==> config.mk <==
export PLATFORM = sky130hd
export DESIGN_NAME = mcu_rcc_clkseq
export DESIGN_NICKNAME = d
export VERILOG_FILES = /design/src/rtl/mcu_rcc_clkseq.sv
export SDC_FILE = /design/constraint.sdc
export NUM_CORES = 1
export LEC_CHECK = 0
export BUFFER_PORTS_ARGS = -buffer_cell sky130_fd_sc_hd__buf_4
export CORE_ASPECT_RATIO = 1.2
export CORE_MARGIN = 5
export CORE_UTILIZATION = 45
export CTS_CLUSTER_DIAMETER = 100
export DETAILED_ROUTE_END_ITERATION = 6
export GPL_TIMING_DRIVEN = 0
export PLACE_DENSITY = 0.63
export SLEW_MARGIN = 30
export SYNTH_ARGS = -nofsm -noshare
export SYNTH_HDL_FRONTEND = slang
export SYNTH_SLANG_ARGS = --single-unit
export TNS_END_PERCENT = 20
==> constraint.sdc <==
create_clock -name HCLK -period 2 [get_ports HCLK]
set_input_delay 0.2 -clock HCLK [delete_from_list [all_inputs] [get_ports HCLK]]
set_output_delay 0.2 -clock HCLK [all_outputs]
set_load 0.05 [all_outputs]
==> src/rtl/mcu_rcc_clkseq.sv <==
// RCC system-clock sequencer: PLL bring-up/lock qualification and glitch-free HSI/HSE/PLL switching.
// Optional clock security system on HSE loss: define MCU_RCC_CSS_EN.
`timescale 1ns/1ps
module mcu_rcc_clkseq #(
  parameter int LOCK_TIMEOUT  = 1023,
  parameter int SETTLE_CYCLES = 16,
  parameter int GATE_CYCLES   = 2
) (
  input  logic       HCLK,
  input  logic       HRESET,
  input  logic       PLLON_REQ,
  input  logic [1:0] SW_REQ,
  input  logic       HSE_RDY,
  input  logic       PLL_LOCK,
  input  logic       FAULT_CLR,
  output logic       PLL_EN,
  output logic       CLK_GATE,
  output logic [1:0] CLKSEL,
  output logic [1:0] SWS,
  output logic       PLLRDY,
  output logic       BUSY,
  output logic       FAULT
);

  localparam int CW = $clog2(LOCK_TIMEOUT + 1);
  localparam logic [CW-1:0] CNT_ONE    = CW'(1);
  localparam logic [CW-1:0] CNT_ZERO   = CW'(0);
  localparam logic [CW-1:0] CNT_TMO    = CW'(LOCK_TIMEOUT);
  localparam logic [CW-1:0] CNT_SETTLE = CW'(SETTLE_CYCLES - 1);
  localparam logic [CW-1:0] CNT_GATE   = CW'(GATE_CYCLES - 1);
  localparam logic [1:0] SRC_HSI = 2'b00;
  localparam logic [1:0] SRC_HSE = 2'b01;
  localparam logic [1:0] SRC_PLL = 2'b10;

  typedef enum logic [2:0] {
    ST_IDLE      = 3'd0,
    ST_PLL_WAIT  = 3'd1,
    ST_PLL_SETTLE= 3'd2,
    ST_SW_GATE   = 3'd3,
    ST_SW_MUX    = 3'd4,
    ST_SW_UNGATE = 3'd5
  } state_t;

  state_t        state_r;
  logic [CW-1:0] cnt_r;
  logic [1:0]    tgt_r;
  logic          lock_meta_r, lock_sync_r;
  logic          pll_en_r, gate_r, pllrdy_r, busy_r, fault_r;
  logic [1:0]    clksel_r, sws_r;
  logic          lock_loss_s, hse_loss_s, force_hsi_s, tgt_ready_s, sw_go_s;

  assign lock_loss_s = pllrdy_r & ~lock_sync_r;
`ifdef MCU_RCC_CSS_EN
  assign hse_loss_s  = (sws_r == SRC_HSE) & ~HSE_RDY;
`else
  assign hse_loss_s  = 1'b0;
`endif
  assign force_hsi_s = (lock_loss_s & (sws_r == SRC_PLL)) | hse_loss_s;
  assign sw_go_s     = (SW_REQ != sws_r) & tgt_ready_s;

  // Readiness of the requested source; the reserved code is never ready.
  always_comb begin
    tgt_ready_s = 1'b0;
    case (SW_REQ)
      SRC_HSI: tgt_ready_s = 1'b1;
      SRC_HSE: tgt_ready_s = HSE_RDY;
      SRC_PLL: tgt_ready_s = pllrdy_r;
      default: tgt_ready_s = 1'b0;
    endcase
  end

  // Two-flop synchronizer for the asynchronous PLL lock.
  always_ff @(posedge HCLK or posedge HRESET) begin
    if (HRESET) begin
      lock_meta_r <= 1'b0;
      lock_sync_r <= 1'b0;
    end else begin
      lock_meta_r <= PLL_LOCK;
      lock_sync_r <= lock_meta_r;
    end
  end

  // Sequencer FSM; a fault set later in this block overrides a same-cycle clear.
  always_ff @(posedge HCLK or posedge HRESET) begin
    if (HRESET) begin
      state_r  <= ST_IDLE;
      cnt_r    <= CNT_ZERO;
      tgt_r    <= SRC_HSI;
      pll_en_r <= 1'b0;
      gate_r   <= 1'b0;
      clksel_r <= SRC_HSI;
      sws_r    <= SRC_HSI;
      pllrdy_r <= 1'b0;
      busy_r   <= 1'b0;
      fault_r  <= 1'b0;
    end else begin
      if (FAULT_CLR) fault_r <= 1'b0;
      case (state_r)
        ST_IDLE: begin
          if (lock_loss_s || hse_loss_s) begin
            fault_r <= 1'b1;
            if (lock_loss_s) pllrdy_r <= 1'b0;
            if (force_hsi_s) begin
              tgt_r   <= SRC_HSI;
              state_r <= ST_SW_GATE;
              gate_r  <= 1'b1;
              busy_r  <= 1'b1;
              cnt_r   <= CNT_ZERO;
            end
          end else if (PLLON_REQ && !pll_en_r) begin
            pll_en_r <= 1'b1;
            cnt_r    <= CNT_ZERO;
            state_r  <= ST_PLL_WAIT;
            busy_r   <= 1'b1;
          end else if (!PLLON_REQ && pll_en_r && (sws_r != SRC_PLL)) begin
            pll_en_r <= 1'b0;
            pllrdy_r <= 1'b0;
          end else if (sw_go_s) begin
            tgt_r   <= SW_REQ;
            state_r <= ST_SW_GATE;
            gate_r  <= 1'b1;
            busy_r  <= 1'b1;
            cnt_r   <= CNT_ZERO;
          end
        end
        ST_PLL_WAIT: begin
          if (lock_sync_r) begin
            state_r <= ST_PLL_SETTLE;
            cnt_r   <= CNT_ZERO;
          end else if (cnt_r == CNT_TMO) begin
            pll_en_r <= 1'b0;
            fault_r  <= 1'b1;
            state_r  <= ST_IDLE;
            busy_r   <= 1'b0;
          end else if (!PLLON_REQ) begin
            pll_en_r <= 1'b0;
            state_r  <= ST_IDLE;
            busy_r   <= 1'b0;
          end else begin
            cnt_r <= cnt_r + CNT_ONE;
          end
        end
        ST_PLL_SETTLE: begin
          if (!lock_sync_r) begin
            state_r <= ST_PLL_WAIT;
            cnt_r   <= CNT_ZERO;
          end else if (!PLLON_REQ) begin
            pll_en_r <= 1'b0;
            state_r  <= ST_IDLE;
            busy_r   <= 1'b0;
          end else if (cnt_r == CNT_SETTLE) begin
            pllrdy_r <= 1'b1;
            state_r  <= ST_IDLE;
            busy_r   <= 1'b0;
          end else begin
            cnt_r <= cnt_r + CNT_ONE;
          end
        end
        ST_SW_GATE: begin
          if (cnt_r == CNT_GATE) begin
            clksel_r <= tgt_r;
            sws_r    <= tgt_r;
            state_r  <= ST_SW_MUX;
            cnt_r    <= CNT_ZERO;
          end else begin
            cnt_r <= cnt_r + CNT_ONE;
          end
        end
        ST_SW_MUX: begin
          if (cnt_r == CNT_GATE) begin
            gate_r  <= 1'b0;
            state_r <= ST_SW_UNGATE;
            cnt_r   <= CNT_ZERO;
          end else begin
            cnt_r <= cnt_r + CNT_ONE;
          end
        end
        ST_SW_UNGATE: begin
          state_r <= ST_IDLE;
          busy_r  <= 1'b0;
        end
        default: begin
          state_r <= ST_IDLE;
          gate_r  <= 1'b0;
          busy_r  <= 1'b0;
          cnt_r   <= CNT_ZERO;
        end
      endcase
    end
  end

  assign PLL_EN   = pll_en_r;
  assign CLK_GATE = gate_r;
  assign CLKSEL   = clksel_r;
  assign SWS      = sws_r;
  assign PLLRDY   = pllrdy_r;
  assign BUSY     = busy_r;
  assign FAULT    = fault_r;

endmodule

==> impl_metrics.py <==
metrics = {
    "power": {
        "p_leak_nw": 0.8366,
        "power_frac_comb_pct": 6.9,
        "seq_power_share_pct": 56.1,
        "p_clk_share_pct": 36.9,
        "p_switching_mw": 0.1901,
        "intPower_mw": 0.6887,
        "vdd_drop_max_mv": 0.3555,
        "p_sw_share_pct": 21.63,
        "p_per_area_mw_per_mm2": 473.3,
    },
    "synth": {
        "syn-num-nets": 175,
        "yosys.area.top_type": "dfrtp_1",
        "syn-cell-area_sq_mm": 0.001499,
        "synth_top_cell_area_share_pct": 40.07,
        "ys_ff_latch": 24,
        "synth_ff_type": "dfrtp_1",
        "ys_async_sr_fraction_pct": 100.0,
        "yosysWarnings": 0,
        "synth-edff-count": 0,
        "syn_inst": 165,
        "synth.distinct_cells": 54,
        "syn_avg_cell_area_sq_um": 9.084,
        "ys_seq_area_share_pct": 40.07,
        "yosys-top-cells-area": "dfrtp_1 40%, nand2_1 4.3%, a31oi_1 4.2%",
    },
    "critical_path": {
        "crit_path_end": "state_r[0]$_DFFE_PP0P_",
        "crit_family": "simple AND/OR/NAND/NOR gates",
        "crit_buf_inv": 1,
        "rr_startpoint": "cnt_r[7]$_DFFE_PP0P_",
        "worstSetupStartpoint": "cnt_r[7]$_DFFE_PP0P_",
        "worstSetupEndpointType": "flop",
        "timing.rr.end": "state_r[0]$_DFFE_PP0P_",
        "r2r_slack_ns": 0.05,
        "rr_worst_depth": 7,
        "path_class": "reg -> reg",
        "cp_cell_sequence": "nor4_4 > a31oi_1 > o21ai_2 > buf_4 > a21oi_4 > nor2_2 > mux2i_1",
        "cp.arrival_ns": 2.14,
        "slowest_stage": "dfrtp_2",
        "cp_max_fo": 6,
        "cp_slowest_stage_delay_ns": 0.46,
        "required_ns": 2.18,
        "path_depth": 7,
        "start_kind": "flop",
    },
    "sta": {
        "min_period_ns": 1.952,
        "fin_crit_sh_pct": 97.60,
        "hold_slack_ns": -0.03720,
        "slew_headroom_pct": 66.79,
        "max_freq_mhz": 512.3,
        "hold_viol_final": 24,
        "clock_skew_ns": 0.001361,
        "worstMarginPinSlew_ns": 0.4974,
        "setup_viol_count_final": 0,
        "finalMaxSlewViolations": 0,
    },
    "clocking": {
        "cts_tree": "done",
        "cts.path.max_buffers": 2,
        "clock_latency_ns": 0.26,
        "cts_sinks": 24,
        "postCtsHoldBufs": 0,
        "h-tree-depth": 1,
        "cts_buffers": 3,
        "path_clk_slew_ns": 0.08,
        "cts-root-buf": "clkbuf_8",
    },
    "grt": {
        "grt_max_degree": 25,
        "grt_pass1_wl_mm": 6.196,
        "antenna_found_initial": 0,
        "grt_use_total_pct": 16.41,
        "grt_overflow": 0,
        "grt_pass1_vias": 1363,
    },
    "die": {
        "ios": 17,
        "core.rowCount": 23,
        "initial_core_util_pct": 45.69,
        "dieArea_sq_mm": 0.004590,
        "fp.dieH_um": 73.22,
        "fp.dieW_um": 62.69,
        "core_area_sq_mm": 0.003281,
    },
    "layout": {
        "syn_to_final_growth_pct": 23.87,
        "layout-drive-gt1-share_pct": 32.65,
        "nNetsFinal": 207,
        "multi_input_area_sq_um": 870.8,
        "seq_area_sq_um": 605.6,
        "fill_cells": 297,
        "design_area_sq_mm": 0.001857,
        "insertedDiodeCount": 0,
    },
    "placed_design": {
        "gp_congestion": 0.8923,
        "detailed_place_hpwl_mm": 2.666,
        "place_area_sq_mm": 0.001668,
        "portBuffers": 16,
    },
    "routing": {
        "drtIter0Drc": 73,
        "drc": 0,
        "drt-pass1-iter-count": 4,
        "routed_via_density": 5.871,
        "vias": 1368,
        "ant_nets": 0,
        "wl_per_cell_um": 15.84,
        "wirelength_mm": 3.690,
    },
    "run": {
        "cap_viol_max_count": 0,
    },
    "hold_path": {
        "min_path_type": "in -> async",
    },
    "outcome": {
        "status": "complete, but fails checks",
        "violations": "hold timing",
    },
}
[layer usage]
metal / routed length [um] / global-route usage (%)
met1: 1610 / 19.79
met2: 1886 / 29.61
met3: 139 / 2.465
met4: 54 / 5.896
met5: 0 / 0
[how the worst min path moves through the flow]
stage | depth (start not counted) | slack [ns] | end
detailed placement | 1 | 0.31 | lock_meta_r$_DFF_PP0_
finish | 2 | -0.04 | PLL_EN$_DFFE_PP0P_
global placement | 1 | 0.31 | lock_meta_r$_DFF_PP0_
floorplan | 1 | 0.21 | BUSY$_DFFE_PP0P_
CTS | 1 | 0.03 | lock_meta_r$_DFF_PP0_
global route | 2 | 0.007 | PLL_EN$_DFFE_PP0P_
[placed cells by master, fill, tap and decap left out, drive strengths merged, types with 2 or more instances in the layout]
master	synthesis	final
a21oi	14	15
a22o	2	2
a31oi	10	10
and3	4	4
and4	2	2
buf	5	31
clkbuf	2	6
dfrtp	24	24
ha	2	2
inv	12	12
mux2	3	3
mux2i	2	2
nand2	17	17
nand2b	4	4
nand3	7	7
nand4	3	3
nor2	11	11
nor4	2	2
o211ai	2	2
o21ai	13	13
o221ai	2	2
[synthesized netlist by cell type (all sizes together) (2+ instances only)]
cell    number
dfrtp       24
nand2       17
a21oi       14
o21ai       13
inv         12
nor2        11
a31oi       10
nand3        7
buf          5
and3         4
nand2b       4
mux2         3
nand4        3
a22o         2
and4         2
clkbuf       2
ha           2
mux2i        2
nor4         2
o211ai       2
o221ai       2
[kinds of logic (layout without fill, tap and decap cells)]
logic type	count (synthesis)	after routing	synth area share (%)
AOI/OAI and AO/OA	54	55	24.21
buffers and inverters	19	49	5.509
and+or+nand+nor	61	61	24.21
muxes	5	5	4.340
adders and majority gates	2	2	1.669
DFF	24	24	40.07
[sequential cells by signal, summed over array words and instances (netlist names)]
name	cells
BUSY	1
CLK_GATE	1
FAULT	1
PLLRDY	1
PLL_EN	1
SWS	2
cnt_r	10
lock_meta_r	1
lock_sync_r	1
state_r	3
tgt_r	2
[repair_timing]
item                       4_1_cts  5_1_grt
hold endpoints to repair         0        0
pin swaps                        2        6
gates cloned                     0        1
gates resized for setup          3       10
setup endpoints to repair       11       13
setup buffers                    0       10
[worst register-to-register path, cell delays in order, from the launching register on]
cell and delay (ns):
dfrtp_2 0.46, nor4_4 0.38, a31oi_1 0.16, o21ai_2 0.26
buf_4 0.18, a21oi_4 0.08, nor2_2 0.15, mux2i_1 0.21
[area by class of cell]
class	count	area share, %
tap	37	2.493
clock buffer	4	2.965
inverter	12	2.426
sequential	24	32.61
buffer	7	2.089
timing repair buffer	26	10.51
multi-input combinational	123	46.90
[metrics by stage]
| step | instances | worst slack (ns) | total power, mW | setup TNS, ns | util, % |
|---|---|---|---|---|---|
| after floorplan | 165 | 0.04788 | 0.5384 | 0 | - |
| after global routing | 233 | -0.04968 | 0.9242 | -0.1159 | 56.60 |
| after detailed placement | 218 | -0.04834 | 0.5624 | -0.1581 | 50.84 |
| final | 233 | 0.04807 | 0.8787 | 0 | 56.60 |
| after CTS | 222 | 0.01593 | 0.8922 | 0 | 52.97 |
| after global placement | 218 | -0.01614 | 0.5609 | -0.01614 | 50.84 |
[power groups by stage]
stage               clock network, mW  logic, mW  registers, mW
global route                    0.361     0.0689          0.494
global placement                    0     0.0580          0.503
floorplan                           0     0.0331          0.505
finish                          0.325     0.0610          0.493
CTS                             0.339     0.0598          0.493
detailed placement                  0     0.0595          0.503
(Power assumes the default switching activity.)
